[src/rtl/imem_loader_if.sv]
// Byte-stream handshake and instruction-memory write port shared by imem_loader and its neighbours.
// slave is the loader side; master is the byte source / memory side.
interface imem_loader_if #(
    parameter int ADDR_WIDTH = 10
) ();
    logic                  byte_valid;
    logic [7:0]            byte_data;
    logic                  byte_ready;
    logic                  mem_we;
    logic [ADDR_WIDTH-1:0] mem_addr;
    logic [31:0]           mem_wdata;

    modport master (
        output byte_valid, byte_data,
        input  byte_ready, mem_we, mem_addr, mem_wdata
    );

    modport slave (
        input  byte_valid, byte_data,
        output byte_ready, mem_we, mem_addr, mem_wdata
    );
endinterface

[src/rtl/imem_loader.sv]
// Assembles a little-endian byte stream into 32-bit words and writes them to instruction memory from word 0.
// Optional trailing XOR checksum byte when IMEM_LOADER_CHECKSUM_EN is defined.
module imem_loader #(
    parameter int ADDR_WIDTH = 10
) (
    input  logic                clk,
    input  logic                rst_n,
    input  logic                i_start,
    input  logic [ADDR_WIDTH:0] i_word_count,
    imem_loader_if.slave        bus,
    output logic                o_busy,
    output logic                o_cpu_hold,
    output logic                o_done,
    output logic                o_error
);

`ifdef IMEM_LOADER_CHECKSUM_EN
    typedef enum logic [1:0] {S_IDLE = 2'd0, S_LOAD = 2'd1, S_CHECK = 2'd2, S_DONE = 2'd3} state_t;
`else
    typedef enum logic [1:0] {S_IDLE = 2'd0, S_LOAD = 2'd1, S_DONE = 2'd3} state_t;
`endif

    state_t                r_state;
    state_t                w_next;
    logic [ADDR_WIDTH:0]   r_count;
    logic [ADDR_WIDTH:0]   r_word_idx;
    logic [ADDR_WIDTH:0]   w_word_idx_inc;
    logic [1:0]            r_byte_idx;
    logic [23:0]           r_buf;
    logic                  r_mem_we;
    logic [ADDR_WIDTH-1:0] r_mem_addr;
    logic [31:0]           r_mem_wdata;
    logic                  w_byte_ready;
    logic                  w_busy;
    logic                  w_done;
    logic                  w_accept;
    logic                  w_last_byte;

    assign w_word_idx_inc = r_word_idx + {{ADDR_WIDTH{1'b0}}, 1'b1};
    assign w_accept       = bus.byte_valid && w_byte_ready;
    assign w_last_byte    = w_accept && (r_state == S_LOAD) && (r_byte_idx == 2'd3);

    // State register
    always_ff @(posedge clk or negedge rst_n) begin
        if (!rst_n) begin
            r_state <= S_IDLE;
        end else begin
            r_state <= w_next;
        end
    end

    // Next-state logic
    always_comb begin
        w_next = r_state;
        case (r_state)
            S_IDLE: begin
                if (i_start) begin
                    w_next = (i_word_count == {(ADDR_WIDTH+1){1'b0}}) ? S_DONE : S_LOAD;
                end else begin
                    w_next = S_IDLE;
                end
            end
`ifdef IMEM_LOADER_CHECKSUM_EN
            S_LOAD: begin
                if (w_last_byte && (w_word_idx_inc == r_count)) begin
                    w_next = S_CHECK;
                end else begin
                    w_next = S_LOAD;
                end
            end
            S_CHECK: begin
                if (w_accept) begin
                    w_next = S_DONE;
                end else begin
                    w_next = S_CHECK;
                end
            end
`else
            // The final write occupies one LOAD cycle with byte_ready low before DONE.
            S_LOAD: begin
                if (r_word_idx == r_count) begin
                    w_next = S_DONE;
                end else begin
                    w_next = S_LOAD;
                end
            end
`endif
            S_DONE:  w_next = S_IDLE;
            default: w_next = S_IDLE;
        endcase
    end

    // Output decode
    always_comb begin
        w_byte_ready = 1'b0;
        w_busy       = 1'b0;
        w_done       = 1'b0;
        case (r_state)
            S_IDLE: begin
                w_busy = 1'b0;
            end
            S_LOAD: begin
                w_busy       = 1'b1;
                w_byte_ready = (r_word_idx != r_count);
            end
`ifdef IMEM_LOADER_CHECKSUM_EN
            S_CHECK: begin
                w_busy       = 1'b1;
                w_byte_ready = 1'b1;
            end
`endif
            S_DONE: begin
                w_done = 1'b1;
            end
            default: begin
                w_busy = 1'b0;
            end
        endcase
    end

`ifdef IMEM_LOADER_CHECKSUM_EN
    logic [7:0] r_csum;
    logic       r_error;

    // Checksum accumulator and error flag
    always_ff @(posedge clk or negedge rst_n) begin
        if (!rst_n) begin
            r_csum  <= 8'h00;
            r_error <= 1'b0;
        end else if ((r_state == S_IDLE) && i_start) begin
            r_csum  <= 8'h00;
            r_error <= 1'b0;
        end else if (w_accept && (r_state == S_LOAD)) begin
            r_csum  <= r_csum ^ bus.byte_data;
        end else if (w_accept && (r_state == S_CHECK)) begin
            r_error <= (bus.byte_data != r_csum);
        end
    end

    assign o_error = r_error;
`else
    assign o_error = 1'b0;
`endif

    // Word assembly and memory write register
    always_ff @(posedge clk or negedge rst_n) begin
        if (!rst_n) begin
            r_count     <= {(ADDR_WIDTH+1){1'b0}};
            r_word_idx  <= {(ADDR_WIDTH+1){1'b0}};
            r_byte_idx  <= 2'd0;
            r_buf       <= 24'h000000;
            r_mem_we    <= 1'b0;
            r_mem_addr  <= {ADDR_WIDTH{1'b0}};
            r_mem_wdata <= 32'h00000000;
        end else begin
            r_mem_we <= 1'b0;
            if ((r_state == S_IDLE) && i_start) begin
                r_count    <= i_word_count;
                r_word_idx <= {(ADDR_WIDTH+1){1'b0}};
                r_byte_idx <= 2'd0;
                r_buf      <= 24'h000000;
            end else if (w_accept && (r_state == S_LOAD)) begin
                r_byte_idx <= r_byte_idx + 2'd1;
                case (r_byte_idx)
                    2'd0: r_buf[7:0]   <= bus.byte_data;
                    2'd1: r_buf[15:8]  <= bus.byte_data;
                    2'd2: r_buf[23:16] <= bus.byte_data;
                    2'd3: begin
                        r_mem_we    <= 1'b1;
                        r_mem_addr  <= r_word_idx[ADDR_WIDTH-1:0];
                        r_mem_wdata <= {bus.byte_data, r_buf};
                        r_word_idx  <= w_word_idx_inc;
                    end
                    default: r_buf <= r_buf;
                endcase
            end
        end
    end

    assign bus.byte_ready = w_byte_ready;
    assign bus.mem_we     = r_mem_we;
    assign bus.mem_addr   = r_mem_addr;
    assign bus.mem_wdata  = r_mem_wdata;
    assign o_busy         = w_busy;
    assign o_cpu_hold     = w_busy;
    assign o_done         = w_done;

endmodule

[src/flat_wrapper.sv]
// flat-port wrapper written by rule: the top's interface ports become plain ports
module imem_loader_flat 
#(
    parameter int ADDR_WIDTH = 10
)
  (clk, rst_n, i_start, i_word_count, o_busy, o_cpu_hold, o_done, o_error, bus_byte_valid, bus_byte_data, bus_byte_ready, bus_mem_we, bus_mem_addr, bus_mem_wdata);
  imem_loader_if #(.ADDR_WIDTH(ADDR_WIDTH)) bus_i ();
  input  logic clk;
  input  logic rst_n;
  input  logic i_start;
  input  logic [ADDR_WIDTH:0] i_word_count;
  output logic o_busy;
  output logic o_cpu_hold;
  output logic o_done;
  output logic o_error;
  input wire logic [$bits(bus_i.byte_valid)-1:0] bus_byte_valid;
  input wire logic [$bits(bus_i.byte_data)-1:0] bus_byte_data;
  output wire logic [$bits(bus_i.byte_ready)-1:0] bus_byte_ready;
  output wire logic [$bits(bus_i.mem_we)-1:0] bus_mem_we;
  output wire logic [$bits(bus_i.mem_addr)-1:0] bus_mem_addr;
  output wire logic [$bits(bus_i.mem_wdata)-1:0] bus_mem_wdata;
  assign bus_i.byte_valid = bus_byte_valid;
  assign bus_i.byte_data = bus_byte_data;
  assign bus_byte_ready = bus_i.byte_ready;
  assign bus_mem_we = bus_i.mem_we;
  assign bus_mem_addr = bus_i.mem_addr;
  assign bus_mem_wdata = bus_i.mem_wdata;
  imem_loader #(.ADDR_WIDTH(ADDR_WIDTH)) u_core (.clk(clk), .rst_n(rst_n), .i_start(i_start), .i_word_count(i_word_count), .bus(bus_i), .o_busy(o_busy), .o_cpu_hold(o_cpu_hold), .o_done(o_done), .o_error(o_error));
endmodule
[config.mk]
export PLATFORM = sky130hd
export DESIGN_NAME = imem_loader_flat
export DESIGN_NICKNAME = d
export VERILOG_FILES = /design/src/rtl/imem_loader_if.sv /design/src/rtl/imem_loader.sv /design/src/flat_wrapper.sv
export SDC_FILE = /design/constraint.sdc
export NUM_CORES = 1
export LEC_CHECK = 0
export CAP_MARGIN = 25
export CORE_MARGIN = 2
export CORE_UTILIZATION = 30
export CTS_CLUSTER_SIZE = 25
export DETAILED_ROUTE_END_ITERATION = 12
export GPL_TIMING_DRIVEN = 0
export PLACE_DENSITY_LB_ADDON = 0.08
export SLEW_MARGIN = 20
export SYNTH_ARGS = -nofsm -noshare
export SYNTH_HDL_FRONTEND = slang
export SYNTH_SLANG_ARGS = --single-unit
[constraint.sdc]
create_clock -name clk -period 3.5 [get_ports clk]
set_input_delay 0.525 -clock clk [delete_from_list [all_inputs] [get_ports clk]]
set_output_delay 0.525 -clock clk [all_outputs]
set_load 0.05 [all_outputs]
* Word level (Yosys, flattened, before mapping) *
Cells that the tools add are included.

operators by class
  add/sub/neg operators = 2
  eq/ne operators = 7
  mux-type cells = 20
  bitwise logic cells = 1
  reductions and logical operators = 16

operator list
  operator                                             count
  two-way mux 24 bit                                   2
  two-way mux 11 bit                                   3
  two-way mux 8 bit                                    3
  adder 11 x 1 -> 11 bit, second input constant        1
  equality test 11 bit                                 1
  logical NOT 11 bit                                   1
  != test 11 bit                                       1
  two-way mux 2 bit                                    5
  nonzero test 2 bit                                   5
  AND reduction 2 bit                                  4
  equality test 2 bit, second input constant           3
  two-way mux 1 bit                                    6
  equality test 2 x 1 -> 1 bit, second input constant  2
  logical NOT 2 bit                                    2
  one-hot mux 2 bit (2 select lines)                   1
  logical AND 1 bit                                    3
  AND reduction 3 bit                                  1
  adder 2 x 1 -> 2 bit, second input constant          1
  inverter 1 bit                                       1

word-level totals
  bits in registers = 93
  output and inout bits = 48

* Longest topological paths before layout *
  word-level depth = 6
  mapped depth = 9

* Worst setup path before layout *
OpenSTA, ideal clock, no wires.

  path kind = reg-to-output
  start point = register u_core.r_word_idx[6]
  end point = output port bus_byte_ready
  data arrival time = 1.747 ns
  required time = 2.975 ns
  setup slack = 1.228 ns
  cell stages (with the launch flop) = 8
  path buffers = 3
  path through = dfrtp_1 buf_2 xor2_1 nor4_1 a31o_1 buf_6 inv_6 clkbuf_1

between the ends
  cells in the longest elaborated chain, start to end = 2

ends and longest elaborated chain
  what                    RTL line            source
  start, declared         imem_loader.sv:26   logic [ADDR_WIDTH:0] r_word_idx;
  start signal, assigned  imem_loader.sv:149  r_word_idx <= {(ADDR_WIDTH+1){1'b0}};
  start signal, assigned  imem_loader.sv:159  r_word_idx <= {(ADDR_WIDTH+1){1'b0}};
  start signal, assigned  imem_loader.sv:172  r_word_idx <= w_word_idx_inc;
  != test 11 bit          imem_loader.sv:104  w_byte_ready = (r_word_idx != r_count);
  two-way mux 1 bit       imem_loader.sv:98   case (r_state)
  end, declared           flat_wrapper.sv:18  output wire logic [$bits(bus_i.byte_ready)-1:0] bus_byte_ready;

Every way passes these cells.

* Worst setup path after layout *
Ends and elaborated chain as after synthesis.

==> flow_summary.json <==
{
  "ir_drop_v": 0.0003417,
  "hold_violations": 0,
  "die_y_um": 124.7,
  "r2r_setup_slack_ps": 1160,
  "placed_area_um2": 5313,
  "async_reset_ff_frac": 1.000,
  "synth_edf_count": 0,
  "synthToLayoutAreaGrowth_pct": 28.93,
  "min_period_ps": 3090,
  "first_iter_violations": 180,
  "p_comb_frac": 0.448,
  "die_width_um": 124.7,
  "grt_usage": 0.1441,
  "cts_made_buffers": 9,
  "ioPinCount": 71,
  "initial_utilization": 0.3043,
  "ys_ff_latch": 93,
  "critical_path.cell_chain": "buf_2 -> xor2_1 -> nor4_1 -> a31o_1 -> buf_6 -> inv_6 -> clkbuf_1 -> dlymetal6s2s_1",
  "ys_warn_count": 0,
  "max_clock_freq_mhz": 323.6,
  "root_buffer": "clkbuf_16",
  "seqPwrFrac": 0.354,
  "nets": 462,
  "grt_max_degree": 55,
  "cp.arrival_ps": 2570,
  "critPathKind": "flip-flop to output port",
  "max_stage_delay_ps": 490,
  "p_leak_nw": 2.494,
  "max_slew_margin": 0.6121,
  "layout_commonest_cell": "dfrtp_1",
  "worst_pin_slew_ps": 581.9,
  "p_sw_frac": 0.4014,
  "first_global_vias": 3164,
  "clock_latency_ps": 350,
  "grt_pass1_wl_um": 17500,
  "synth_area_um2": 4373,
  "rsz0062_at_grt": "false",
  "synth-main-ff-cell": "dfrtp_1",
  "core_area_um2": 14370,
  "slowest_stage": "dlymetal6s2s_1",
  "dp_hpwl_um": 7531,
  "setup_violations": 0,
  "io_buffers": 68,
  "cts_tree": "built",
  "total_power_w": 0.005355,
  "design_area_um2": 5638,
  "final_antenna_net_count": 0,
  "drt-total-wl_um": 10740,
  "fin_crit_sh": 0.8829,
  "cts_setup_buffers": 0,
  "ys_seq_area_frac": 0.5322,
  "nFillCells": 1409,
  "drc": 0,
  "synthesis.nets": 382,
  "htree_levels": 3,
  "cts_max_path_buffers": 2,
  "switchingPower_w": 0.002150,
  "crit_family": "buffers and inverters",
  "p_clk_frac": 0.198,
  "crit_fanout": 10,
  "final_cell_mix": "dfrtp_1 (93), clkdlybuf4s50_1 (66), mux2_4 (41)",
  "slew_viol_final": 0,
  "antenna_cells": 0,
  "synth.distinct_cells": 34,
  "skew_ps": 5.726,
  "power_density_nw_per_um2": 949.9,
  "gr-total-overflow": 0,
  "syn-instance-count": 354,
  "startpoint_type": "flip-flop",
  "drive_gt1_frac": 0.2027,
  "dr.pass1.iters": 4,
  "internal_power_w": 0.003206,
  "min-delay-path-class": "input port to async pin",
  "vias": 3103,
  "end_kind": "output port",
  "post_drt_wl_per_cell_um": 17.24,
  "vias_per_cell": 4.981,
  "maxCapViolCount": 0,
  "cts_num_sinks": 93,
  "cp_num_buf_inv": 5,
  "design.die.area_um2": 15560,
  "path_clk_slew_ps": 60,
  "antenna_found_initial": 0,
  "run_status": "finished clean",
  "rows": 44,
  "gp_congestion": 0.7582,
  "synth.avg_cell_area_um2": 12.35,
  "worstPathRequired_ps": 2970
}
-- layer usage --
metal,share of wire,GRT usage,vias to the layer above
met3,0.057,0.05026,8
met2,0.48,0.2276,84
met5,0,0,-
li1,-,-,1464
met1,0.45,0.1869,1547
met4,0.010,0.04296,0
-- registers in the layout (all words and copies together) (netlist names) --
register	cells
u_core.bus.mem_addr	10
u_core.bus.mem_wdata	32
u_core.bus.mem_we	1
u_core.r_buf	24
u_core.r_byte_idx	2
u_core.r_count	11
u_core.r_state	2
u_core.r_word_idx	11
-- path summary, 6_finish.rpt --
check,start,end,cells past startpoint
setup / recovery,u_core.r_word_idx[6],bus_byte_ready,8
hold / removal,rst_n,u_core.bus.mem_wdata[10],1
setup reg to reg,u_core.r_word_idx[0],u_core.r_word_idx[1],8
hold reg to reg,u_core.bus.mem_wdata[14],u_core.bus.mem_wdata[14],1
max in group asynchronous,rst_n,u_core.r_count[7],2
min in group clk,u_core.bus.mem_wdata[14],u_core.bus.mem_wdata[14],1
-- power groups by stage --
stage	clock, W	combinational (W)	sequential [W]
final	0.00106	0.00240	0.00190
after global routing	0.00114	0.00255	0.00198
after CTS	0.00110	0.00242	0.00192
after detailed placement	0	0.00242	0.00193
after global placement	0	0.00240	0.00192
after floorplan	0	0.000977	0.00259
-- kinds of logic after synthesis --
family          after synthesis  synth area share
flops                        93            0.5322
simple gates                 73           0.09699
compound gates               69            0.1027
mux                          55            0.1765
buf+inv                      47           0.05436
xor+xnor                     11           0.02203
fa+ha+maj                     5           0.01431
other cells                   1         0.0008575
-- final cells by class --
type                            instances  area (um2)  area share
Clock inverter                          7       97.59     0.01731
Timing Repair Buffer                   69       711.9      0.1263
Multi-Input combinational cell        214        1808      0.3207
Inverter                               18       72.57     0.01287
Clock buffer                            9       225.2     0.03995
Sequential cell                        93        2327      0.4128
Tap cell                              184       230.2     0.04083
Buffer                                 29       165.2     0.02929
-- synthesized netlist by cell type (4+ instances only) --
master,instances,area (um2)
mux2_4,41,615.6
nor2_1,9,33.78
buf_6,5,56.30
nand2_1,8,30.03
a21oi_1,26,130.1
nor4_1,4,25.02
o21ai_0,5,25.02
nand3_1,4,20.02
dfrtp_1,93,2327
o221ai_1,7,61.31
o31ai_1,25,187.7
clkbuf_1,15,56.30
nand4_1,34,212.7
mux2_2,13,146.4
inv_1,15,56.30
buf_2,6,30.03
xor2_1,11,96.34
ha_1,5,62.56
-- per-stage QoR --
step                      cells  utilization  worst slack (ps)  TNS (ps)  hold WS, ps
after floorplan             354            -              1228         0        229.4
after global placement      606       0.3677             -1810   -167720        494.7
after detailed placement    607       0.3697             412.3         0        459.5
after CTS                   623       0.3922             9.548         0        77.52
after global routing        623       0.3924             272.7         0        87.79
final                       623       0.3924             409.7         0        74.52
-- what timing repair did --
item / CTS / global route
setup endpoints to repair: 0 / 1
hold endpoints to repair: 0 / 0
resized for setup: 0 / 1
hold buffers: 0 / 0
Power figures use the tool's default switching activity.
